==> src/rtl/wb_unit.sv <==
// Register-file writeback arbiter: ALU results win, LSU results queue in a FIFO,
// per-register busy scoreboard. Define WB_FWD_EN to add same-cycle forwarding outputs.
module wb_unit #(
    parameter int DEPTH = 4,
    parameter int XLEN  = 32
) (
    input  logic                     clk,
    input  logic                     rst,
    input  logic                     iss_valid,
    input  logic [4:0]               iss_rd_addr,
    input  logic                     alu_valid,
    input  logic [4:0]               alu_rd_addr,
    input  logic [XLEN-1:0]          alu_data,
    input  logic                     lsu_valid,
    output logic                     lsu_ready,
    input  logic [4:0]               lsu_rd_addr,
    input  logic [XLEN-1:0]          lsu_data,
    output logic                     rd_wen_o,
    output logic [4:0]               rd_addr_o,
    output logic [XLEN-1:0]          rd_data_o,
    input  logic [4:0]               rs1_addr_i,
    input  logic [4:0]               rs2_addr_i,
    output logic                     rs1_busy_o,
    output logic                     rs2_busy_o,
    output logic [$clog2(DEPTH):0]   fifo_cnt_o
`ifdef WB_FWD_EN
    ,
    output logic                     rs1_fwd_o,
    output logic                     rs2_fwd_o,
    output logic [XLEN-1:0]          fwd_data_o
`endif
);
    localparam int AW = $clog2(DEPTH);

    logic [XLEN-1:0] mem_data [DEPTH];
    logic [4:0]      mem_addr [DEPTH];
    logic [AW-1:0]   wr_ptr, rd_ptr;
    logic [AW:0]     cnt;
    logic [31:0]     busy;

    logic alu_wr, push, pop;
    logic [31:0] set_mask, clr_mask;
    logic match1, match2;

    assign lsu_ready  = (cnt != (AW+1)'(DEPTH));
    assign fifo_cnt_o = cnt;
    // Address-0 ALU results are dropped and leave the port free for a FIFO drain.
    assign alu_wr = alu_valid && (alu_rd_addr != 5'd0);
    assign push   = lsu_valid && lsu_ready && (lsu_rd_addr != 5'd0);
    assign pop    = !alu_wr && (cnt != '0);

    always_ff @(posedge clk or negedge rst) begin
        if (!rst) begin
            wr_ptr <= '0;
            rd_ptr <= '0;
            cnt    <= '0;
        end else begin
            if (push) wr_ptr <= wr_ptr + 1'b1;
            if (pop)  rd_ptr <= rd_ptr + 1'b1;
            case ({push, pop})
                2'b10:   cnt <= cnt + 1'b1;
                2'b01:   cnt <= cnt - 1'b1;
                default: cnt <= cnt;
            endcase
        end
    end

    always_ff @(posedge clk) begin
        if (push) begin
            mem_data[wr_ptr] <= lsu_data;
            mem_addr[wr_ptr] <= lsu_rd_addr;
        end
    end

    // Write port stage: address/data hold when no write is selected.
    always_ff @(posedge clk or negedge rst) begin
        if (!rst) begin
            rd_wen_o  <= 1'b0;
            rd_addr_o <= '0;
            rd_data_o <= '0;
        end else begin
            rd_wen_o <= alu_wr || pop;
            if (alu_wr) begin
                rd_addr_o <= alu_rd_addr;
                rd_data_o <= alu_data;
            end else if (pop) begin
                rd_addr_o <= mem_addr[rd_ptr];
                rd_data_o <= mem_data[rd_ptr];
            end
        end
    end

    // Bit 0 is never set, so x0 never reads as busy.
    assign set_mask = (iss_valid && iss_rd_addr != 5'd0) ? (32'd1 << iss_rd_addr) : 32'd0;
    assign clr_mask = rd_wen_o ? (32'd1 << rd_addr_o) : 32'd0;

    always_ff @(posedge clk or negedge rst) begin
        if (!rst) busy <= '0;
        else      busy <= (busy & ~clr_mask) | set_mask;
    end

    assign match1 = rd_wen_o && (rd_addr_o == rs1_addr_i) && (rs1_addr_i != 5'd0);
    assign match2 = rd_wen_o && (rd_addr_o == rs2_addr_i) && (rs2_addr_i != 5'd0);

`ifdef WB_FWD_EN
    // A committing write is forwarded, so the register is treated as already free.
    assign rs1_busy_o = (rs1_addr_i != 5'd0) && busy[rs1_addr_i] && !match1;
    assign rs2_busy_o = (rs2_addr_i != 5'd0) && busy[rs2_addr_i] && !match2;
    assign rs1_fwd_o  = match1;
    assign rs2_fwd_o  = match2;
    assign fwd_data_o = rd_data_o;
`else
    assign rs1_busy_o = (rs1_addr_i != 5'd0) && (busy[rs1_addr_i] || match1);
    assign rs2_busy_o = (rs2_addr_i != 5'd0) && (busy[rs2_addr_i] || match2);
`endif
endmodule
==> config.mk <==
export PLATFORM = sky130hd
export DESIGN_NAME = wb_unit
export DESIGN_NICKNAME = d
export VERILOG_FILES = /design/src/rtl/wb_unit.sv
export SDC_FILE = /design/constraint.sdc
export NUM_CORES = 1
export LEC_CHECK = 0
export CAP_MARGIN = 25
export CORE_MARGIN = 3
export CORE_UTILIZATION = 32
export DETAILED_ROUTE_END_ITERATION = 16
export PLACE_DENSITY = 0.64
export SETUP_SLACK_MARGIN = 0.1
export SKIP_LAST_GASP = 1
export SLEW_MARGIN = 10
export SYNTH_ARGS = -nofsm -noshare
export SYNTH_HDL_FRONTEND = slang
export SYNTH_SLANG_ARGS = --single-unit
==> constraint.sdc <==
create_clock -name clk -period 2 [get_ports clk]
set_input_delay 0.2 -clock clk [delete_from_list [all_inputs] [get_ports clk]]
set_output_delay 0.2 -clock clk [all_outputs]
set_load 0.02 [all_outputs]
* Word level (Yosys, flattened, before mapping) *
Memories as Yosys holds them, arrays and structs flattened.
Index checks and enable logic that the tools add are counted.

storage, ports and cells
  flip-flop bits (word level) = 77
  RAM bits = 148
  input bits = 94
  output and inout port bits = 44
  logic and storage cells = 61
  memories kept = 2

cells by class
  add/sub/neg operators = 4
  order comparisons = 2
  eq/ne operators = 5
  shift operators = 2
  muxes and demuxes = 13
  bitwise operators = 3
  reductions and logical operators = 23

memory list
  name      words  width  rd ports  clocked after Yosys merged registers in  wr ports  line  RTL
  mem_data  4      32     1         0                                        1         35    logic [XLEN-1:0] mem_data [DEPTH];
  mem_addr  4      5      1         0                                        1         36    logic [4:0] mem_addr [DEPTH];

operators by type and width
  kind                    count
  $mux W32                4
  $shl A1 B5 Y32 const A  2
  $and A32 B32 Y32        1
  $not A32 Y32            1
  $or A32 B32 Y32         1
  $reduce_bool A5 Y1      5
  $lt A5 B6 Y1 const B    2
  $logic_and A1 B1 Y1     11
  $bmux W1 S5             2
  $eq A5 B5 Y1            2
  $mux W5                 2
  $pmux W3 S2             1
  $add A2 B1 Y2 const B   2
  $mux W1                 4
  $reduce_bool A2 Y1      2
  $add A3 B1 Y3 const B   1
  $logic_or A1 B1 Y1      3
  $ne A3 B3 Y1 const B    1
  $reduce_bool A3 Y1      1
  $sub A3 B1 Y3 const B   1
  $eq A2 B1 Y1 const B    1
  $eq A2 B2 Y1 const B    1
  $logic_not A1 Y1        1

* Logic depth before layout (Yosys ltp) *
Gate-level depths: netlist of the first run.

  word-level depth = 6
  mapped depth = 11

* Worst setup path before layout of the first run *
OpenSTA, ideal clock, no wires.

  path kind = register to register
  start point = reg cnt[0], in the netlist fifo_cnt_o[0]
  end point = mem mem_addr[0][0] (enable)
  arrival time = 2186 ps
  required time = 1602 ps
  slack = -584 ps
  cell stages (with the launch flop) = 6
  buffers on the path = 0
  cell sequence = dfrtp_1 -> inv_1 -> nand3_1 -> nand2_1 -> a21oi_1 -> and2_1

between the ends
  word-level cells in the longest chain between the ends = 5

RTL lines
  element                           line  RTL
  start: declaration                38    logic [AW:0] cnt;
  start signal: assignment          61    2'b10: cnt <= cnt + 1'b1;
  start signal: assignment          62    2'b01: cnt <= cnt - 1'b1;
  start signal: assignment          63    default: cnt <= cnt;
  $ne A3 B3 Y1                      45    assign lsu_ready = (cnt != (AW+1)'(DEPTH));
  named net lsu_ready               15    output logic lsu_ready,
  $logic_and A1 B1 Y1 (2 in a row)  49    assign push = lsu_valid && lsu_ready && (lsu_rd_addr != 5'd0);
  $mux W1                           69    if (push) begin
  $mux W1 (implied by the code)     71    mem_addr[wr_ptr] <= lsu_rd_addr;
  end: declaration                  36

The timed path passes the listed nets, and every way through them passes these cells.

* Worst setup path after layout of the first run *
  start point = reg busy[18]
  end point = out rs2_busy_o

between the ends
  word-level cells in the longest chain between the ends = 4

RTL lines
  element                        line  RTL
  start: declaration             39    logic [31:0] busy;
  start signal: assignment       99    else busy <= (busy & ~clr_mask) | set_mask;
  $bmux W1 S5                    114   assign rs2_busy_o = (rs2_addr_i != 5'd0) && (busy[rs2_addr_i] || match2);
  $mux W1 (implied by the code)  114
  $logic_or A1 B1 Y1             114
  $logic_and A1 B1 Y1            114
  end: declaration               24    output logic rs2_busy_o,

No other way between the ends. The select of a mux whose other input is x is not followed.

==> flow_summary.ini, run 1 <==
[cells_and_area]
drive_above_1_share = 0.246
fillers = 2605
final_util = 0.450
fin_nets = 953
stdcell_area_mm2 = 0.0131
areaGrowthSynthToFinish_pct = 36.1
diodes = 0
ff_latch_area_mm2 = 0.00638
layoutNonFillerInstCount = 1255
multi_input_area_mm2 = 0.00315

[synth]
syn_nets = 727
async_flop_share = 0.342
synth-simple-area-share = 0.0602
avgSynthCellArea_um2 = 15.4
synth_ff_type = edfxtp_1
synth.most_common_cell = edfxtp_1
yosysTopAreaCellShare = 0.461
ys_seq_area_frac = 0.661
synthTopCellsByCount = 148 x edfxtp_1, 77 x dfrtp_1, 58 x o21ai_0, 56 x mux2i_1, 41 x mux4_2
synth_cell_types = 50
synth_area_leader_cell = edfxtp_1
ys_ff_latch = 225
synth_edf_count = 148
synth_top_family_by_area = multiplexers
synth_warnings = 0
synthXorXnorAreaFrac = 0.0145
synth_mux_area_frac = 0.163
ys_top_cells_by_area = edfxtp_1 46%, dfrtp_1 20%, mux4_2 9.6%
synthCells = 627
synth-compound-area-share = 0.0699
synthAdderAreaFrac = 0.00856
synth.cell_area_mm2 = 0.00965

[floorplan]
die_h_um = 180
die_w_um = 180
die_area_mm2 = 0.0323
core_area_mm2 = 0.0292
num_rows = 62
io_pins = 138
start_util = 0.331

[timing]
period_share = 1.16
slew_viol_final = 0
hold_viol_final = 0
max_clock_freq_mhz = 433
rsz0062_at_grt = true
max_slew_margin = 0.466
layout_min_cycle_time_ns = 2.31
finalSetupTns_ns = -0.598
worst_slack_ns = -0.312
fin_skew_ns = 0.00692
tightest_slew_ns = 0.801
setup_violations = 2

[detailed_routing]
drt_iter0_markers = 487
top_layer = met4
drc = 0
first_pass_iters = 4
drt-total-wl_um = 24600
via_per_inst = 4.95
detail_route.wl_per_cell_um = 19.6
wl_met2_um = 11500
wl_met3_um = 1920
ant_nets = 0
vias = 6209
route.layer.met1.wl_um = 10800

[global_routing]
overflow = 0
grt_pass1_vias = 6589
grt_pass1_wl_um = 38600
grt_max_degree = 75
antenna_found_initial = 0
grt_use_total = 0.150

[worst_setup_path]
slowest_delay_ns = 0.47
cp_top_family = multiplexers
r2r_start = fifo_cnt_o[0]
endpoint_kind = primary output
worst-endpoint-required_ns = 1.80
critical_path_class = flip-flop to primary output
worst_setup_path_start_kind = flip-flop
cp_slowest_cell = mux4_2
crit_buf_inv = 1
crit_chain = mux4_2, nor2b_4, a211o_1, o311ai_1, a31oi_1, buf_4
timing.critical_path.from = busy[18]
cp_max_fo = 2
worstPathArrival_ns = 2.11

[power_and_ir_drop]
p_leak_nw = 4.78
max-vdd-ir-drop_uv = 804
powerDensity_mw_per_mm2 = 1400

[clock_network]
cts_tree = yes
root_buffer = clkbuf_16
clockBufferDepth = 3
htree_levels = 1
clock_latency_ns = 0.51
cts_sinks = 225
cts_buffers = 25
path_clk_slew_ns = 0.06

[status]
status = finished with violations
violations = setup timing

[placement]
place.detailed.instances = 1205
dpl_worst_slack_ns = -0.731
dpl_cell_area_mm2 = 0.0122
place.gp.congestion = 0.898
hpwl_um = 17200
portBuffers = 137

[worst_hold_path]
min-delay-start = alu_rd_addr[1]
hp-class = primary input to flip-flop

[job]
maxCapViolCount = 0
## registers in the layout, indices dropped and copies added (netlist names)
register	count
fifo_cnt_o	3
busy	32
rd_ptr	2
rd_addr_o	5
mem_addr	20
wr_ptr	2
rd_data_o	32
rd_wen_o	1
mem_data	128
## cells by family (layout without fill, tap and decap cells)
group / after synthesis / in the layout
flops: 225 / 225
simple gates: 115 / 115
xor+xnor: 16 / 16
fa+ha+maj: 6 / 6
buf+inv: 39 / 283
compound gates: 121 / 121
mux: 105 / 105
## stage by stage
stage	power, mW	hold WS (ns)
floorplan	10.6	-0.0956
global placement	13.7	0.225
detailed placement	13.7	0.218
CTS	18.5	0.166
global route	19.4	0.160
finish	18.4	0.157
## tightest hold or removal path: stages
cell and delay (ns):
dlymetal6s2s_1 0.14, buf_4 0.13, nor2_1 0.05, a21oi_1 0.10
## worst paths after layout
check	end	slack, ns	cells after the start
setup / recovery	rs2_busy_o	-0.31	6
hold / removal	rd_addr_o[1]	0.16	4
setup reg to reg	fifo_cnt_o[2]	0.14	9
hold reg to reg	busy[24]	0.56	2
max in group asynchronous	fifo_cnt_o[2]	1.11	3
min in group asynchronous	rd_data_o[21]	0.23	2
## what timing repair did
action / CTS / global route
gates resized for setup: 25 / 17
hold endpoints to repair: 32 / 0
hold buffers: 1 / 0
pin swaps: 9 / 8
setup buffers: 2 / 2
endpoints found under the setup margin: 8 / 31
## cell type report
type,instances,area share
repair buffers,231,0.170
flip-flops and latches,225,0.486
multi-input cells,363,0.240
clock buffers,35,0.0553
well taps,384,0.0366
clock inverters,10,0.00944
inverters,7,0.00200
## per-layer routing
metal,GRT usage,up-vias
met2,0.242,220
met5,0,-
met4,0.0328,0
met1,0.207,3093
met3,0.0396,37
li1,-,2859
## power breakdown
part	switching (mW)	internal [mW]	leakage, nW	total (mW)
clock network	1.78	2.90	0.413	4.68
logic	3.27	3.41	2.13	6.68
registers	0.722	6.31	2.24	7.04
## layout by cell type, fill, tap and decap left out, drive strengths merged, types with 35 or more instances in the layout
cell,instances
mux2i,56
o21ai,59
a21oi,40
nor2,40
dfrtp,77
clkdlybuf4s50,125
edfxtp,148
mux4,41
buf,96
clkbuf,35
No activity file was read; power rests on OpenSTA's default activity.
==> run 2: changes to the inputs <==
--- a/config.mk
+++ b/config.mk
@@ -5,6 +5,7 @@
 export SDC_FILE = /design/constraint.sdc
 export NUM_CORES = 1
 export LEC_CHECK = 0
+export ABC_CLOCK_PERIOD_IN_PS = 2000
 export CAP_MARGIN = 25
 export CORE_MARGIN = 3
 export CORE_UTILIZATION = 32
==> results of run 2 <==
Same layout as run 1: the final DEF is identical, and so are final timing and power.
==> run 3: changes to the inputs <==
--- a/config.mk
+++ b/config.mk
@@ -9,6 +9,7 @@
 export CAP_MARGIN = 25
 export CORE_MARGIN = 3
 export CORE_UTILIZATION = 32
+export CTS_CLUSTER_SIZE = 40
 export DETAILED_ROUTE_END_ITERATION = 16
 export PLACE_DENSITY = 0.64
 export SETUP_SLACK_MARGIN = 0.1
==> run 3 against run 2 <==
Compared with the run above:
- global-route usage barely moved
- combinational power barely moved
- largest cell class unchanged
- clock power barely moved
- clock-buffer cell count rose by 1
- total power rose by 0.20%
- sequential power barely moved
- critical path depth did not move
- largest power group unchanged
- worst setup slack improved by 0.0027 ns
- the run still ends with setup timing left
- non-clock buffer count did not move
- cell count did not move
- sequential share of layout area barely moved
- highest routed layer unchanged
- worst hold slack got worse by 0.0016 ns
==> flow_summary.ini, run 3 (synthesis results as in run 1) <==
[power_and_ir_drop]
powerDensity_mw_per_mm2 = 1400
power_mw = 18.4
p_sw_mw = 5.77
max-vdd-ir-drop_uv = 795
power_frac_clock = 0.256
swShare = 0.313
p_leak_nw = 4.77
combPwrFrac = 0.362
p_seq_frac = 0.382
p_int_mw = 12.7

[cells_and_area]
largestRegisters = mem_data (128), busy (32), rd_data_o (32)
areaGrowthSynthToFinish_pct = 36.2
regMostFlops = mem_data
diodes = 0
final_cell_mix = 148 x edfxtp_1, 126 x clkdlybuf4s50_1, 80 x buf_4
fin_nets = 953
multi_input_area_mm2 = 0.00315
ff_latch_area_mm2 = 0.00638
largest_reg_flops = 128
final_util = 0.450
final_common_cell = edfxtp_1
fillers = 2607
drive_above_1_share = 0.247

[placement]
portBuffers = 137
place.gp.congestion = 0.898
dpl_worst_slack_ns = -0.731
hpwl_um = 17200

[worst_setup_path]
endpoint_kind = primary output
worst_setup_path_start_kind = flip-flop
crit_buf_inv = 1
cp_max_fo = 2
worstPathArrival_ns = 2.11
slowest_delay_ns = 0.47
cp_slowest_cell = mux4_2
cp_top_family = multiplexers
crit_chain = mux4_2, nor2b_4, a211o_1, o311ai_1, a31oi_1, buf_4
critical_path_class = flip-flop to primary output
worst-endpoint-required_ns = 1.80

[clock_network]
htree_levels = 1
cts_sinks = 225
path_clk_slew_ns = 0.06
clockBufferDepth = 3
clock_latency_ns = 0.51
root_buffer = clkbuf_16
cts_tree = yes
cts_buffers = 25

[detailed_routing]
via_per_inst = 4.94
vias = 6194
drt-total-wl_um = 24600
first_pass_iters = 5
drc = 0
ant_nets = 0
drt_iter0_markers = 491
detail_route.wl_per_cell_um = 19.6

[floorplan]
num_rows = 62
die_area_mm2 = 0.0323
core_area_mm2 = 0.0292
die_w_um = 180
die_h_um = 180
io_pins = 138
start_util = 0.331

[global_routing]
antenna_found_initial = 0
overflow = 0
grt_use_total = 0.150
grt_pass1_vias = 6598
grt_max_degree = 75
grt_pass1_wl_um = 38600

[worst_hold_path]
hp-class = primary input to flip-flop

[timing]
layout_min_cycle_time_ns = 2.31
setup_violations = 2
max_clock_freq_mhz = 433
tightest_slew_ns = 0.822
rsz0062_at_grt = true
period_share = 1.15
hold_viol_final = 0
worst_slack_ns = -0.309
fin_skew_ns = 0.00660
slew_viol_final = 0
max_slew_margin = 0.452
finalHoldWorstSlack_ns = 0.155
finalSetupTns_ns = -0.602

[status]
violations = setup timing
status = finished with violations

[job]
maxCapViolCount = 0
run 3: cell count changes in the layout (fill, tap and decap cells not counted), sizes merged:
cell           previous run  this run
clkbuf                   35        36
clkdlybuf4s50           125       126
clkinv                    6         5
dlymetal6s2s              3         2
run 3: through the flow:
step                      instances  cell area (µm²)
after floorplan                 627             9670
after global placement         1205            12200
after detailed placement       1205            12200
after CTS                      1253            13100
after global routing           1255            13100
final                          1255            13100
run 3: final timing paths:
path | start | end | slack [ns] | cells past startpoint
worst max-delay path | busy[18] | rs2_busy_o | -0.31 | 6
worst min-delay path | alu_rd_addr[1] | rd_addr_o[1] | 0.16 | 4
worst max register to register | fifo_cnt_o[0] | fifo_cnt_o[2] | 0.14 | 9
worst min register to register | busy[25] | busy[25] | 0.56 | 2
max in group asynchronous | rst | fifo_cnt_o[2] | 1.11 | 3
min in group asynchronous | rst | rd_data_o[21] | 0.23 | 2
run 3: repair_timing:
| item | 4_1_cts | 5_1_grt |
|---|---|---|
| pin swaps | 9 | 8 |
| resized for setup | 25 | 16 |
| endpoints found under the setup margin | 8 | 31 |
| setup buffers | 2 | 2 |
| hold buffers | 1 | 0 |
| endpoints found under the hold margin | 32 | 0 |
run 3: area by class of cell:
cell class,instances,share of cell area
flip-flops and latches,225,0.486
clock inverters,9,0.00915
multi-input cells,363,0.240
inverters,7,0.00200
repair buffers,231,0.170
well taps,384,0.0366
clock buffers,36,0.0563
run 3: per-layer routing:
layer  vias to the layer above  routed length, µm  global-route usage
li1                       2866                  -                   -
met1                      3071              10900               0.208
met2                       219              11300               0.241
met3                        38               1880              0.0396
met4                         0                464              0.0331
met5                         -                  0                   0
run 3: tightest hold or removal path, delay by kind of cell:
kind            cells  cell delay (ns)
buf+inv             2             0.26
simple gates        1             0.05
compound gates      1             0.10
run 3: power by group through the flow:
| stage | clock, mW | combinational [mW] | sequential, mW |
|---|---|---|---|
| 2_1_floorplan | 0 | 3.42 | 7.22 |
| 3_3_place_gp | 0 | 6.60 | 7.08 |
| 3_5_place_dp | 0 | 6.62 | 7.10 |
| 4_1_cts | 4.82 | 6.68 | 7.04 |
| 5_1_grt | 5.01 | 7.26 | 7.17 |
| 6_report | 4.71 | 6.68 | 7.04 |
